--- src/rtl/mac_pkg.sv ---
// Shared Ethernet MAC definitions used by the tx header inserter and the
// rx header stripper.
package mac_pkg;

  localparam int ETH_HDR_LEN   = 14;
  localparam int ETH_MIN_FRAME = 60;
  localparam int ETH_MAX_FRAME = 1514;

  typedef logic [47:0] mac_addr_t;
  typedef logic [15:0] eth_type_t;

  typedef enum logic [2:0] {
    IDLE,
    HDR,
    PLD,
    PAD,
    DROP
  } tx_hdr_state_t;

endpackage

--- src/rtl/mac_tx_header_insert.sv ---
// Builds an Ethernet frame (no FCS) for the MAC transmit path: 14-byte
// header from a descriptor, payload passed straight through, zero padding
// up to the minimum length, and truncation of over-length payloads.
module mac_tx_header_insert
  import mac_pkg::*;
#(
  parameter mac_addr_t LOCAL_MAC = 48'h00_0A_35_00_00_01,
  parameter int        MIN_FRAME = ETH_MIN_FRAME,
  parameter int        MAX_FRAME = ETH_MAX_FRAME
) (
  input  logic        logic_clk,
  input  logic        logic_rst,
  input  logic [47:0] hdr_dst_mac_in,
  input  logic [15:0] hdr_type_in,
  input  logic        hdr_valid_in,
  output logic        hdr_ready_out,
  input  logic [7:0]  pld_tdata_in,
  input  logic        pld_tvalid_in,
  output logic        pld_tready_out,
  input  logic        pld_tlast_in,
  output logic [7:0]  mac_tdata_out,
  output logic        mac_tvalid_out,
  input  logic        mac_tready_in,
  output logic        mac_tlast_out,
  output logic        trunc_pulse_out
);

  localparam logic [10:0] HDR_LAST = 11'(ETH_HDR_LEN - 1);
  localparam logic [10:0] MIN_LAST = 11'(MIN_FRAME - 1);
  localparam logic [10:0] MAX_LAST = 11'(MAX_FRAME - 1);

  tx_hdr_state_t state;
  logic [10:0]   byte_cnt;
  mac_addr_t     dst_q;
  eth_type_t     type_q;
  logic [7:0]    data_q;
  logic          valid_q;
  logic          last_q;
  logic          trunc_q;

  // 14-way header byte select: dst, source (LOCAL_MAC), EtherType, MSB first.
  function automatic logic [7:0] hdr_byte(input mac_addr_t dst, input eth_type_t typ,
                                          input logic [3:0] idx);
    logic [7:0] b;
    b = 8'h00;
    case (idx)
      4'd0:    b = dst[47:40];
      4'd1:    b = dst[39:32];
      4'd2:    b = dst[31:24];
      4'd3:    b = dst[23:16];
      4'd4:    b = dst[15:8];
      4'd5:    b = dst[7:0];
      4'd6:    b = LOCAL_MAC[47:40];
      4'd7:    b = LOCAL_MAC[39:32];
      4'd8:    b = LOCAL_MAC[31:24];
      4'd9:    b = LOCAL_MAC[23:16];
      4'd10:   b = LOCAL_MAC[15:8];
      4'd11:   b = LOCAL_MAC[7:0];
      4'd12:   b = typ[15:8];
      4'd13:   b = typ[7:0];
      default: b = 8'h00;
    endcase
    return b;
  endfunction

  // Output steering: registered header/pad bytes, or live payload in PLD.
  // Reset forces every output quiet even before the reset edge lands.
  always_comb begin
    // NOTE: every output gets a default first so no path leaves it unassigned (no latch).
    hdr_ready_out  = 1'b0;
    pld_tready_out = 1'b0;
    mac_tdata_out  = data_q;
    mac_tvalid_out = valid_q;
    mac_tlast_out  = last_q;
    if (logic_rst) begin
      mac_tdata_out  = 8'h00;
      mac_tvalid_out = 1'b0;
      mac_tlast_out  = 1'b0;
    end else begin
      case (state)
        IDLE: hdr_ready_out = 1'b1;
        PLD: begin
          mac_tdata_out  = pld_tdata_in;
          mac_tvalid_out = pld_tvalid_in;
          pld_tready_out = mac_tready_in;
          mac_tlast_out  = pld_tvalid_in &&
                           (pld_tlast_in ? (byte_cnt >= MIN_LAST) : (byte_cnt == MAX_LAST));
        end
        DROP: pld_tready_out = 1'b1;
        default: ;
      endcase
    end
  end

  assign trunc_pulse_out = trunc_q && !logic_rst;

  // Frame sequencer: descriptor latch, header walk, payload count, pad, drop.
  always_ff @(posedge logic_clk) begin
    if (logic_rst) begin
      // NOTE: only control and the small header latch are reset; no storage array exists here.
      state    <= IDLE;
      byte_cnt <= 11'd0;
      dst_q    <= '0;
      type_q   <= '0;
      data_q   <= 8'h00;
      valid_q  <= 1'b0;
      last_q   <= 1'b0;
      trunc_q  <= 1'b0;
    end else begin
      // NOTE: non-blocking assignments so every register samples pre-edge values.
      trunc_q <= 1'b0;
      case (state)
        IDLE: begin
          if (hdr_valid_in) begin
            dst_q    <= hdr_dst_mac_in;
            type_q   <= hdr_type_in;
            byte_cnt <= 11'd0;
            data_q   <= hdr_byte(hdr_dst_mac_in, hdr_type_in, 4'd0);
            valid_q  <= 1'b1;
            last_q   <= 1'b0;
            state    <= HDR;
          end
        end
        HDR: begin
          if (mac_tready_in) begin
            byte_cnt <= byte_cnt + 11'd1;
            if (byte_cnt == HDR_LAST) begin
              valid_q <= 1'b0;
              data_q  <= 8'h00;
              state   <= PLD;
            end else begin
              data_q <= hdr_byte(dst_q, type_q, byte_cnt[3:0] + 4'd1);
            end
          end
        end
        PLD: begin
          if (pld_tvalid_in && mac_tready_in) begin
            byte_cnt <= byte_cnt + 11'd1;
            if (pld_tlast_in) begin
              if (byte_cnt >= MIN_LAST) begin
                state <= IDLE;
              end else begin
                data_q  <= 8'h00;
                valid_q <= 1'b1;
                last_q  <= (byte_cnt + 11'd1 == MIN_LAST);
                state   <= PAD;
              end
            end else if (byte_cnt == MAX_LAST) begin
              trunc_q <= 1'b1;
              state   <= DROP;
            end
          end
        end
        PAD: begin
          if (mac_tready_in) begin
            byte_cnt <= byte_cnt + 11'd1;
            if (last_q) begin
              valid_q <= 1'b0;
              last_q  <= 1'b0;
              state   <= IDLE;
            end else begin
              last_q <= (byte_cnt + 11'd1 == MIN_LAST);
            end
          end
        end
        DROP: begin
          if (pld_tvalid_in && pld_tlast_in) state <= IDLE;
        end
        default: state <= IDLE;
      endcase
    end
  end

endmodule

--- config.mk ---
export PLATFORM = sky130hd
export DESIGN_NAME = mac_tx_header_insert
export DESIGN_NICKNAME = d
export VERILOG_FILES = /design/src/rtl/mac_pkg.sv /design/src/rtl/mac_tx_header_insert.sv
export SDC_FILE = /design/constraint.sdc
export NUM_CORES = 1
export LEC_CHECK = 0
export ABC_AREA = 0
export CAP_MARGIN = 40
export CORE_MARGIN = 2
export CORE_UTILIZATION = 40
export CTS_BUF_LIST = sky130_fd_sc_hd__clkbuf_16
export CTS_CLUSTER_DIAMETER = 150
export DETAILED_ROUTE_END_ITERATION = 8
export GPL_ROUTABILITY_DRIVEN = 0
export PLACE_DENSITY_LB_ADDON = 0.08
export SLEW_MARGIN = 30
export SYNTH_ARGS = -nofsm -noshare
export SYNTH_HDL_FRONTEND = slang
export SYNTH_SLANG_ARGS = --single-unit
export TNS_END_PERCENT = 10
--- constraint.sdc ---
create_clock -name logic_clk -period 5.1 [get_ports logic_clk]
set_input_delay 1.53 -clock logic_clk [delete_from_list [all_inputs] [get_ports logic_clk]]
set_output_delay 1.53 -clock logic_clk [all_outputs]
set_load 0.05 [all_outputs]
After elaboration in Yosys (flattened, before gate mapping)
Cells that the tools add are included.

word-level totals
  output and inout bits = 13
  bits of input ports = 78
  register bits = 89
  logic and storage cells = 111

operators by class
  reductions and logical operators = 19
  eq/ne operators = 28
  multiplexer cells = 51
  bitwise logic cells = 2
  add/sub/neg operators = 2
  $lt $le $gt $ge = 1

operator list
  operator                                              count
  one-hot mux 8 bit (11 select lines)                   1
  2-to-1 mux 8 bit                                      8
  2-to-1 mux 11 bit                                     3
  one-hot mux 11 bit (3 select lines)                   1
  2-to-1 mux 3 bit                                      9
  one-hot mux 8 bit (3 select lines)                    1
  2-to-1 mux 1 bit                                      23
  inequality test 2 bit, second input constant          9
  equality test 4 bit, second input constant            4
  one-hot mux 3 bit (5 select lines)                    1
  equality test 4 x 3 -> 1 bit, second input constant   3
  AND reduction 6 bit                                   2
  adder 11 x 1 -> 11 bit, second input constant         1
  equality test 11 bit, second input constant           1
  equality test 11 x 4 -> 1 bit, second input constant  1
  equality test 11 x 6 -> 1 bit, second input constant  1
  >= comparator 11 x 6 -> 1 bit, second input constant  1
  AND reduction 9 bit                                   1
  nonzero test 3 bit                                    3
  equality test 4 x 2 -> 1 bit, second input constant   2
  AND reduction 8 bit                                   1
  equality test 3 x 2 -> 1 bit, second input constant   2
  adder 4 x 1 -> 4 bit, second input constant           1
  equality test 4 x 1 -> 1 bit, second input constant   1
  other kinds (18)                                      22

Depth between registers and ports, before layout
Gate-level depths: netlist (run 1).

  depth after elaboration = 6
  gate-level depth with buffers = 11
  depth with buffers taken out = 8

Worst setup path before layout (run 1)
No wires, ideal clock.

  path kind = input to output
  start point = input logic_rst
  end point = output hdr_ready_out
  slack = 0.385 ns
  buffers on the path = 1
  arrival = 3.185 ns
  stages = 2
  data required time = 3.570 ns
  cells stage by stage = buf_1 -> nor4_1

between the ends
  cells in the longest elaborated chain, start to end = 1

RTL lines
  what              RTL line                    source
  from (decl)       mac_tx_header_insert.sv:12  input logic logic_rst,
  2-to-1 mux 1 bit  mac_tx_header_insert.sv:75  if (logic_rst) begin
  to (decl)         mac_tx_header_insert.sv:16  output logic hdr_ready_out,

No other way between the ends.

Worst setup path in the final report (run 1)
  start point = input pld_tvalid_in
  end point = output mac_tvalid_out

between the ends
  cells in the longest elaborated chain, start to end = 2

RTL lines
  what              RTL line                    source
  from (decl)       mac_tx_header_insert.sv:18  input logic pld_tvalid_in,
  2-to-1 mux 1 bit  mac_tx_header_insert.sv:80  case (state)
  2-to-1 mux 1 bit  mac_tx_header_insert.sv:75
  to (decl)         mac_tx_header_insert.sv:22  output logic mac_tvalid_out,

No other way between the ends.

==> impl_metrics.env, run 1 <==
export IMPL_power_mw=2.50
export IMPL_irDropWorstVdd_mv=0.182
export IMPL_clock_root_buffer="clkbuf_16"
export IMPL_period_minus_slack_ns=4.64
export IMPL_netlist_area_sq_um=4980
export IMPL_drt_wl_total_um=14900
export IMPL_post_cts_setup_buffers=0
export IMPL_wire_per_inst_um=16.3
export IMPL_ctsHoldBuffers=0
export IMPL_cts_resized_gates=0
export IMPL_cts_sinks=89
export IMPL_area_growth_pct=26.3
export IMPL_synthFlopType="dfxtp_1"
export IMPL_initial_utilization=0.412
export IMPL_yosys_area_share_simple=0.269
export IMPL_vias_per_cell=5.58
export IMPL_synthMuxAreaShare=0.0371
export IMPL_hold_path_startpoint="dst_q[28]"
export IMPL_min_delay_path_class="reg -> reg"
export IMPL_antenna_left=0
export IMPL_r2r_start="byte_cnt[0]"
export IMPL_reg2reg_to="last_q"
export IMPL_power_density_nw_per_um2=398
export IMPL_reg2regPathDepth=8
export IMPL_multi_input_area_sq_um=2970
export IMPL_vias=5091
export IMPL_hold_violations=0
export IMPL_status="completed"
export IMPL_synth_top_area_frac=0.357
export IMPL_criticalPathCategory="in -> out"
export IMPL_grt_pass1_vias=4779
export IMPL_finish_utilization=0.520
export IMPL_syn_nets=762
export IMPL_cts_tree="built"
export IMPL_leakagePower_nw=2.16
export IMPL_synth_top_family_by_area="simple AND/OR/NAND/NOR gates"
export IMPL_grt_max_degree=65
export IMPL_final_period_utilization=0.911
export IMPL_max_freq_ghz=0.215
export IMPL_layout_area_seq_sq_um=1780
export IMPL_die_area_sq_um=13400
export IMPL_numCtsBuffers=9
export IMPL_slew_limit_headroom=0.459
export IMPL_cp_max_fo=5
export IMPL_crit_arrival_ns=3.11
export IMPL_clkTransAtPathRegs_ns=0.07
export IMPL_synth_largest_area_cell="dfxtp_1"
export IMPL_antenna_cells=0
export IMPL_port_buffers=90
export IMPL_dp_cells=896
export IMPL_drc=0
export IMPL_place_ws_ns=0.474
export IMPL_core_area_sq_um=12100
export IMPL_grt_ovfl_total=0
export IMPL_postLayoutSetupSlackWorst_ns=0.456
export IMPL_synth_compound_area_frac=0.259
export IMPL_htree_levels=3
export IMPL_synth_edff_count=0
export IMPL_drt_iter0_drc=402
export IMPL_final_setup_viol_count=0
export IMPL_synth_cells=678
export IMPL_synth_seq_cells=89
export IMPL_r2r_slack_ns=2.15
export IMPL_ys_types=67
export IMPL_worstMarginPinSlew_ns=0.791
export IMPL_end_kind="output port"
export IMPL_final_cells=912
export IMPL_nFillCells=1216
export IMPL_die_h_um=116
export IMPL_grt_antenna_before_repair=0
export IMPL_skew_ns=0.00821
export IMPL_hpwl_um=10800
export IMPL_cts_buffer_depth=2
export IMPL_ys_warnings_count=0
export IMPL_rows=40
export IMPL_layout_drive_gt1_share=0.0659
export IMPL_hold_depth=2
export IMPL_dieWidth_um=116
export IMPL_grt_pass1_wl_um=23800
export IMPL_rsz0062_at_grt="no"
export IMPL_synth_adder_area_share=0.0151
export IMPL_finalNetCount=823
export IMPL_avgSynthCellArea_sq_um=7.35
export IMPL_cp_required_ns=3.57
export IMPL_synth_xor_area_share=0.0136
export IMPL_synth_area_top_cells="dfxtp_1 (36%), nand2_1 (14%), a21oi_1 (9.7%)"
export IMPL_maxCapViolations=0
export IMPL_async_flop_share=0
export IMPL_min_to="dst_q[28]"
export IMPL_setup_tns_final_ns=0
export IMPL_clock_latency_ns=0.34
export IMPL_io_pins=91
export IMPL_track_usage=0.225
export IMPL_drv_slew=0
export IMPL_dr_pass1_iters=5
export IMPL_start_kind="input port"
export IMPL_ys_seq_area_frac=0.357
==> cells by family (layout without fill, tap and decap cells) <==
group / count (synthesis) / count (layout)
simple gates: 295 / 295
buf+inv: 61 / 127
mux: 18 / 18
compound gates: 203 / 203
flops: 89 / 89
xor+xnor: 6 / 6
fa+ha+maj: 6 / 6
==> flip-flops by register name, summed over array words and instances (netlist names) <==
name      cells
byte_cnt     11
data_q        8
dst_q        48
last_q        1
state         3
trunc_q       1
type_q       16
valid_q       1
==> report_power, final <==
group	total, mW	switching [mW]	leakage [nW]	internal [mW]
Combinational	0.919	0.579	1.29	0.340
Sequential	0.922	0.110	0.728	0.812
Clock	0.663	0.282	0.149	0.380
Total	2.50	0.972	2.16	1.53
==> cells in the mapped netlist, drive strengths merged (9+ instances only) <==
cell type  number
nor3           14
a21oi          97
nand3          18
mux2i          14
a21boi          9
inv             9
o22ai          11
o21ai          19
clkbuf         35
nor2           29
dfxtp          89
buf            17
nand2         184
==> cell type report <==
type,instances,share of cell area
tap,168,0.0334
clock buffer,9,0.0358
inverter,9,0.00537
clock inverter,7,0.0113
multi-input combinational,528,0.471
sequential,89,0.283
timing repair buffer,102,0.160
==> how the worst max path moves through the flow <==
stage	depth (start not counted)	to	slack [ns]	startpoint
floorplan	2	hdr_ready_out	0.38	logic_rst
global placement	4	mac_tvalid_out	0.46	pld_tvalid_in
detailed placement	4	mac_tvalid_out	0.47	pld_tvalid_in
CTS	4	mac_tvalid_out	0.46	pld_tvalid_in
global route	4	mac_tvalid_out	0.38	pld_tvalid_in
finish	4	mac_tvalid_out	0.46	pld_tvalid_in
==> critical path, cell delays in order <==
cell and delay, ns:
clkdlybuf4s50_1 0.56, nand2_1 0.07, a21oi_1 0.13, clkdlybuf4s50_1 0.82
==> per-stage QoR <==
stage / hold slack (ns) / cell area [sq um]
finish: 0.457 / 6300
global route: 0.477 / 6300
CTS: 0.459 / 6300
detailed placement: 0.449 / 6000
global placement: 0.445 / 5970
floorplan: 0.433 / 4980
==> per-layer routing <==
metal | share of wire | GRT usage | vias up
li1 | - | - | 2535
met1 | 0.44 | 0.285 | 2388
met2 | 0.49 | 0.382 | 144
met3 | 0.039 | 0.0429 | 24
met4 | 0.025 | 0.0810 | 0
met5 | 0 | 0 | -
==> cell usage in the layout (no fill, tap or decap), drive strengths merged, types with 11 or more instances in the layout <==
| cell type | instances |
|---|---|
| o22ai | 11 |
| dfxtp | 89 |
| mux2i | 14 |
| nor2 | 29 |
| nand3 | 18 |
| buf | 15 |
| nand2 | 184 |
| o21ai | 19 |
| a21oi | 97 |
| inv | 11 |
| clkdlybuf4s50 | 87 |
| nor3 | 14 |
(Power assumes the default switching activity.)
==> run 2: changes to the inputs <==
- ABC_CLOCK_PERIOD_IN_PS: default -> 5100
- CAP_MARGIN: 40 -> 10
- CTS_BUF_LIST: sky130_fd_sc_hd__clkbuf_16 -> sky130_fd_sc_hd__clkbuf_8
==> run 2 against run 1 <==
Sequential power is essentially flat. Global-route usage is essentially flat. Worst setup slack gained 0.0051 ns. Worst hold slack gained 0.0025 ns.
==> impl_metrics.env, run 2 (synthesis gave the netlist of run 1 again) <==
export IMPL_cp_max_fo=5
export IMPL_leakagePower_nw=2.09
export IMPL_cp_required_ns=3.57
export IMPL_drc=0
export IMPL_cts_sinks=89
export IMPL_finish_utilization=0.509
export IMPL_vias_per_cell=5.63
export IMPL_skew_ns=0.0163
export IMPL_p_seq_frac=0.396
export IMPL_irDropWorstVdd_mv=0.175
export IMPL_min_delay_path_class="reg -> reg"
export IMPL_core_area_sq_um=12100
export IMPL_post_cts_setup_buffers=0
export IMPL_rsz0062_at_grt="no"
export IMPL_antenna_cells=0
export IMPL_hold_violations=0
export IMPL_p_clk_frac=0.212
export IMPL_reg2regPathDepth=8
export IMPL_grt_pass1_vias=4744
export IMPL_grt_ovfl_total=0
export IMPL_grt_max_degree=92
export IMPL_antenna_left=0
export IMPL_top_usage_layer="met2"
export IMPL_comb_power_share=0.392
export IMPL_initial_utilization=0.412
export IMPL_clkTransAtPathRegs_ns=0.09
export IMPL_slew_limit_headroom=0.366
export IMPL_crit_chain="clkdlybuf4s50_1 -> nand2_1 -> a21oi_1 -> clkdlybuf4s50_1"
export IMPL_cp_num_cells=4
export IMPL_status="completed"
export IMPL_hpwl_um=10700
export IMPL_end_kind="output port"
export IMPL_track_usage=0.224
export IMPL_cp_startpoint="pld_tvalid_in"
export IMPL_criticalPathCategory="in -> out"
export IMPL_cpMaxStageDelayCell="clkdlybuf4s50_1"
export IMPL_gr_usage_met2=0.372
export IMPL_grt_use_met1=0.284
export IMPL_reg2reg_to="last_q"
export IMPL_layout_drive_gt1_share=0.0647
export IMPL_nFillCells=1263
export IMPL_ctsHoldBuffers=0
export IMPL_port_buffers=90
export IMPL_r2r_slack_ns=2.15
export IMPL_top_regs="dst_q x48, type_q x16, byte_cnt x11"
export IMPL_dieWidth_um=116
export IMPL_start_kind="input port"
export IMPL_internal_power_mw=1.37
export IMPL_max_freq_ghz=0.216
export IMPL_final_common_cell="nand2_1"
export IMPL_htree_levels=3
export IMPL_final_setup_viol_count=0
export IMPL_drt_iter0_drc=369
export IMPL_top_register="dst_q"
export IMPL_grt_antenna_before_repair=0
export IMPL_crit_arrival_ns=3.11
export IMPL_worstMarginPinSlew_ns=0.951
export IMPL_io_pins=91
export IMPL_r2r_start="byte_cnt[0]"
export IMPL_drv_slew=0
export IMPL_path_buf_inv=2
export IMPL_drt_wl_total_um=15000
export IMPL_cts_buffer_depth=2
export IMPL_vias=5124
export IMPL_switching_share=0.412
export IMPL_cts_tree="built"
export IMPL_die_area_sq_um=13400
export IMPL_setup_tns_final_ns=0
export IMPL_numCtsBuffers=9
export IMPL_die_h_um=116
export IMPL_wire_per_inst_um=16.5
export IMPL_clock_latency_ns=0.38
export IMPL_finalNetCount=821
export IMPL_p_switching_mw=0.960
export IMPL_period_minus_slack_ns=4.64
export IMPL_power_density_nw_per_um2=378
export IMPL_hold_depth=2
export IMPL_cp_top_family="buffers and inverters"
export IMPL_grt_pass1_wl_um=23600
export IMPL_cts_resized_gates=0
export IMPL_crit_top_cell="clkdlybuf4s50_1"
export IMPL_clock_root_buffer="clkbuf_8"
export IMPL_final_cell_mix="nand2_1 (183), a21oi_1 (97), dfxtp_1 (89)"
export IMPL_area_growth_pct=23.7
export IMPL_dr_pass1_iters=5
export IMPL_final_period_utilization=0.910
export IMPL_power_mw=2.33
export IMPL_rows=40
export IMPL_largest_reg_flops=48
export IMPL_critPathCapture="mac_tvalid_out"
export IMPL_grtUsageMet3=0.0382
export IMPL_maxCapViolations=0
export IMPL_slowest_delay_ns=0.82
==> run 2: through the flow <==
stage / setup slack [ns] / hold WS, ns / cells / cell area (sq um)
3_3_place_gp: 0.465 / 0.445 / 894 / 5970
4_1_cts: 0.461 / 0.462 / 910 / 6170
2_1_floorplan: 0.385 / 0.433 / 678 / 4980
5_1_grt: 0.394 / 0.482 / 910 / 6170
3_5_place_dp: 0.474 / 0.449 / 894 / 5970
6_report: 0.461 / 0.460 / 910 / 6170
==> run 2: worst register-to-register path, stage by stage, from the launching register on <==
cell	delay (ns)
dfxtp_1	0.53
ha_1	0.24
buf_4	0.44
nand3_1	0.29
nor3_1	0.43
mux2_2	0.38
o32ai_1	0.25
nand4_1	0.18
mux2i_1	0.16
==> run 2: how the worst min path moves through the flow <==
stage / startpoint / to / slack [ns]
after floorplan: type_q[10] / type_q[10] / 0.43
after global placement: dst_q[30] / dst_q[30] / 0.45
after detailed placement: dst_q[28] / dst_q[28] / 0.45
after CTS: dst_q[28] / dst_q[28] / 0.46
after global routing: dst_q[40] / dst_q[40] / 0.48
final: dst_q[28] / dst_q[28] / 0.46
==> run 2: cell type report <==
class	instances	area, sq um	area share
timing repair buffer	100	978	0.159
inverter	9	33.8	0.00548
clock inverter	7	70.1	0.0114
tap	168	210	0.0341
clock buffer	9	124	0.0201
multi-input combinational	528	2970	0.482
sequential	89	1780	0.289
==> run 2: layer usage <==
metal | up-vias | routed length [um]
met5 | - | 0
met3 | 36 | 686
met4 | 0 | 502
met2 | 138 | 7240
li1 | 2528 | -
met1 | 2422 | 6600
==> run 2: power by group through the flow <==
stage | combinational, mW | sequential [mW] | clock, mW
after floorplan | 0.662 | 0.883 | 0
after global placement | 0.897 | 0.934 | 0
after detailed placement | 0.914 | 0.937 | 0
after CTS | 0.916 | 0.921 | 0.505
after global routing | 1.00 | 0.940 | 0.531
final | 0.913 | 0.923 | 0.493
==> run 3: changes to the inputs <==
- CORE_UTILIZATION: 40 -> 48
==> run 3 against run 2 <==
Design area decreased by 0.89%. Worst hold slack gained 0.0067 ns. Non-clock buffer count fell by 2. Sequential cell count is the same. Fmax increased by 0.23%. Critical path depth unchanged. Clock power is 1% lower. Register-to-register slack worse by 0.05 ns. Global-route usage up 3.8 points. Critical path type unchanged.
==> impl_metrics.env, run 3 (synthesis gave the netlist of run 1 again) <==
export IMPL_drt_wl_total_um=14700
export IMPL_power_density_nw_per_um2=379
export IMPL_grt_max_degree=89
export IMPL_core_area_sq_um=10200
export IMPL_post_cts_setup_buffers=0
export IMPL_max_freq_ghz=0.216
export IMPL_rsz0062_at_grt="no"
export IMPL_vias_per_cell=5.91
export IMPL_status="completed"
export IMPL_hpwl_um=10300
export IMPL_clkTransAtPathRegs_ns=0.11
export IMPL_vias=5178
export IMPL_antenna_left=0
export IMPL_top_register="dst_q"
export IMPL_top_usage_layer="met2"
export IMPL_numCtsBuffers=9
export IMPL_port_buffers=90
export IMPL_grtUsageMet3=0.0325
export IMPL_dr_pass1_iters=5
export IMPL_grt_pass1_vias=4770
export IMPL_track_usage=0.262
export IMPL_setup_tns_final_ns=0
export IMPL_dieWidth_um=106
export IMPL_drc=0
export IMPL_cpMaxStageDelayCell="clkdlybuf4s50_1"
export IMPL_cts_buffer_depth=2
export IMPL_final_setup_viol_count=0
export IMPL_wire_per_inst_um=16.7
export IMPL_rows=37
export IMPL_grt_ovfl_total=0
export IMPL_area_growth_pct=22.6
export IMPL_final_period_utilization=0.908
export IMPL_drt_iter0_drc=486
export IMPL_top_regs="dst_q x48, type_q x16, byte_cnt x11"
export IMPL_path_buf_inv=2
export IMPL_final_cells=876
export IMPL_nFillCells=989
export IMPL_final_cell_mix="nand2_1 (183), a21oi_1 (97), dfxtp_1 (89)"
export IMPL_gr_usage_met2=0.449
export IMPL_die_h_um=106
export IMPL_slowest_delay_ns=0.82
export IMPL_grt_antenna_before_repair=0
export IMPL_r2r_slack_ns=2.10
export IMPL_hold_violations=0
export IMPL_crit_chain="clkdlybuf4s50_1 -> nand2_1 -> a21oi_1 -> clkdlybuf4s50_1"
export IMPL_layout_drive_gt1_share=0.0635
export IMPL_cts_tree="built"
export IMPL_postLayoutCellArea_sq_um=6110
export IMPL_cp_required_ns=3.57
export IMPL_clock_latency_ns=0.37
export IMPL_start_kind="input port"
export IMPL_criticalPathCategory="in -> out"
export IMPL_cp_max_fo=5
export IMPL_cts_sinks=89
export IMPL_period_minus_slack_ns=4.63
export IMPL_worstMarginPinSlew_ns=0.929
export IMPL_finalNetCount=819
export IMPL_initial_utilization=0.489
export IMPL_end_kind="output port"
export IMPL_grt_pass1_wl_um=24000
export IMPL_crit_arrival_ns=3.10
export IMPL_place_area_sq_um=5920
export IMPL_cp_top_family="buffers and inverters"
export IMPL_dp_cells=860
export IMPL_die_area_sq_um=11200
export IMPL_ctsHoldBuffers=0
export IMPL_leakagePower_nw=2.09
export IMPL_antenna_cells=0
export IMPL_slew_limit_headroom=0.381
export IMPL_io_pins=91
export IMPL_final_common_cell="nand2_1"
export IMPL_irDropWorstVdd_mv=0.164
export IMPL_min_delay_path_class="reg -> reg"
export IMPL_largest_reg_flops=48
export IMPL_htree_levels=3
export IMPL_whs_ns=0.467
export IMPL_skew_ns=0.00939
export IMPL_clock_root_buffer="clkbuf_8"
export IMPL_drv_slew=0
export IMPL_cts_resized_gates=0
export IMPL_crit_top_cell="clkdlybuf4s50_1"
export IMPL_grt_use_met1=0.341
export IMPL_maxCapViolations=0
-- run 3: tightest hold or removal path: stages, from the launching register on --
cell and delay, ns:
dfxtp_1 0.33, nand2_1 0.05, a21oi_1 0.05
-- run 3: where the power goes --
part / internal (mW) / leakage (nW) / switching [mW]
Sequential: 0.811 / 0.728 / 0.116
Clock: 0.191 / 0.0955 / 0.295
Combinational: 0.333 / 1.26 / 0.573
-- run 3: through the flow --
step / setup WS [ns] / power, mW / utilization
floorplan: 0.385 / 1.54 / -
global placement: 0.496 / 1.82 / 0.580
detailed placement: 0.476 / 1.84 / 0.581
CTS: 0.465 / 2.32 / 0.600
global route: 0.403 / 2.47 / 0.600
finish: 0.471 / 2.32 / 0.600
-- run 3: final timing paths --
| kind | from | end | depth (start not counted) |
|---|---|---|---|
| min | dst_q[36] | dst_q[36] | 2 |
| max | pld_tvalid_in | mac_tvalid_out | 4 |
| max reg2reg | byte_cnt[0] | data_q[3] | 6 |
| min reg2reg | dst_q[36] | dst_q[36] | 2 |
-- run 3: cell type report --
| cell class | instances | area [sq um] | area share |
|---|---|---|---|
| timing repair buffer | 98 | 963 | 0.158 |
| clock buffer | 9 | 124 | 0.0203 |
| sequential | 89 | 1780 | 0.291 |
| multi-input combinational | 528 | 2970 | 0.486 |
| clock inverter | 7 | 70.1 | 0.0115 |
| tap | 136 | 170 | 0.0278 |
| inverter | 9 | 33.8 | 0.00553 |
-- run 3: routing by layer --
metal	wire, um	up-vias
met4	374	0
li1	-	2518
met3	722	30
met2	7290	193
met5	0	-
met1	6270	2437
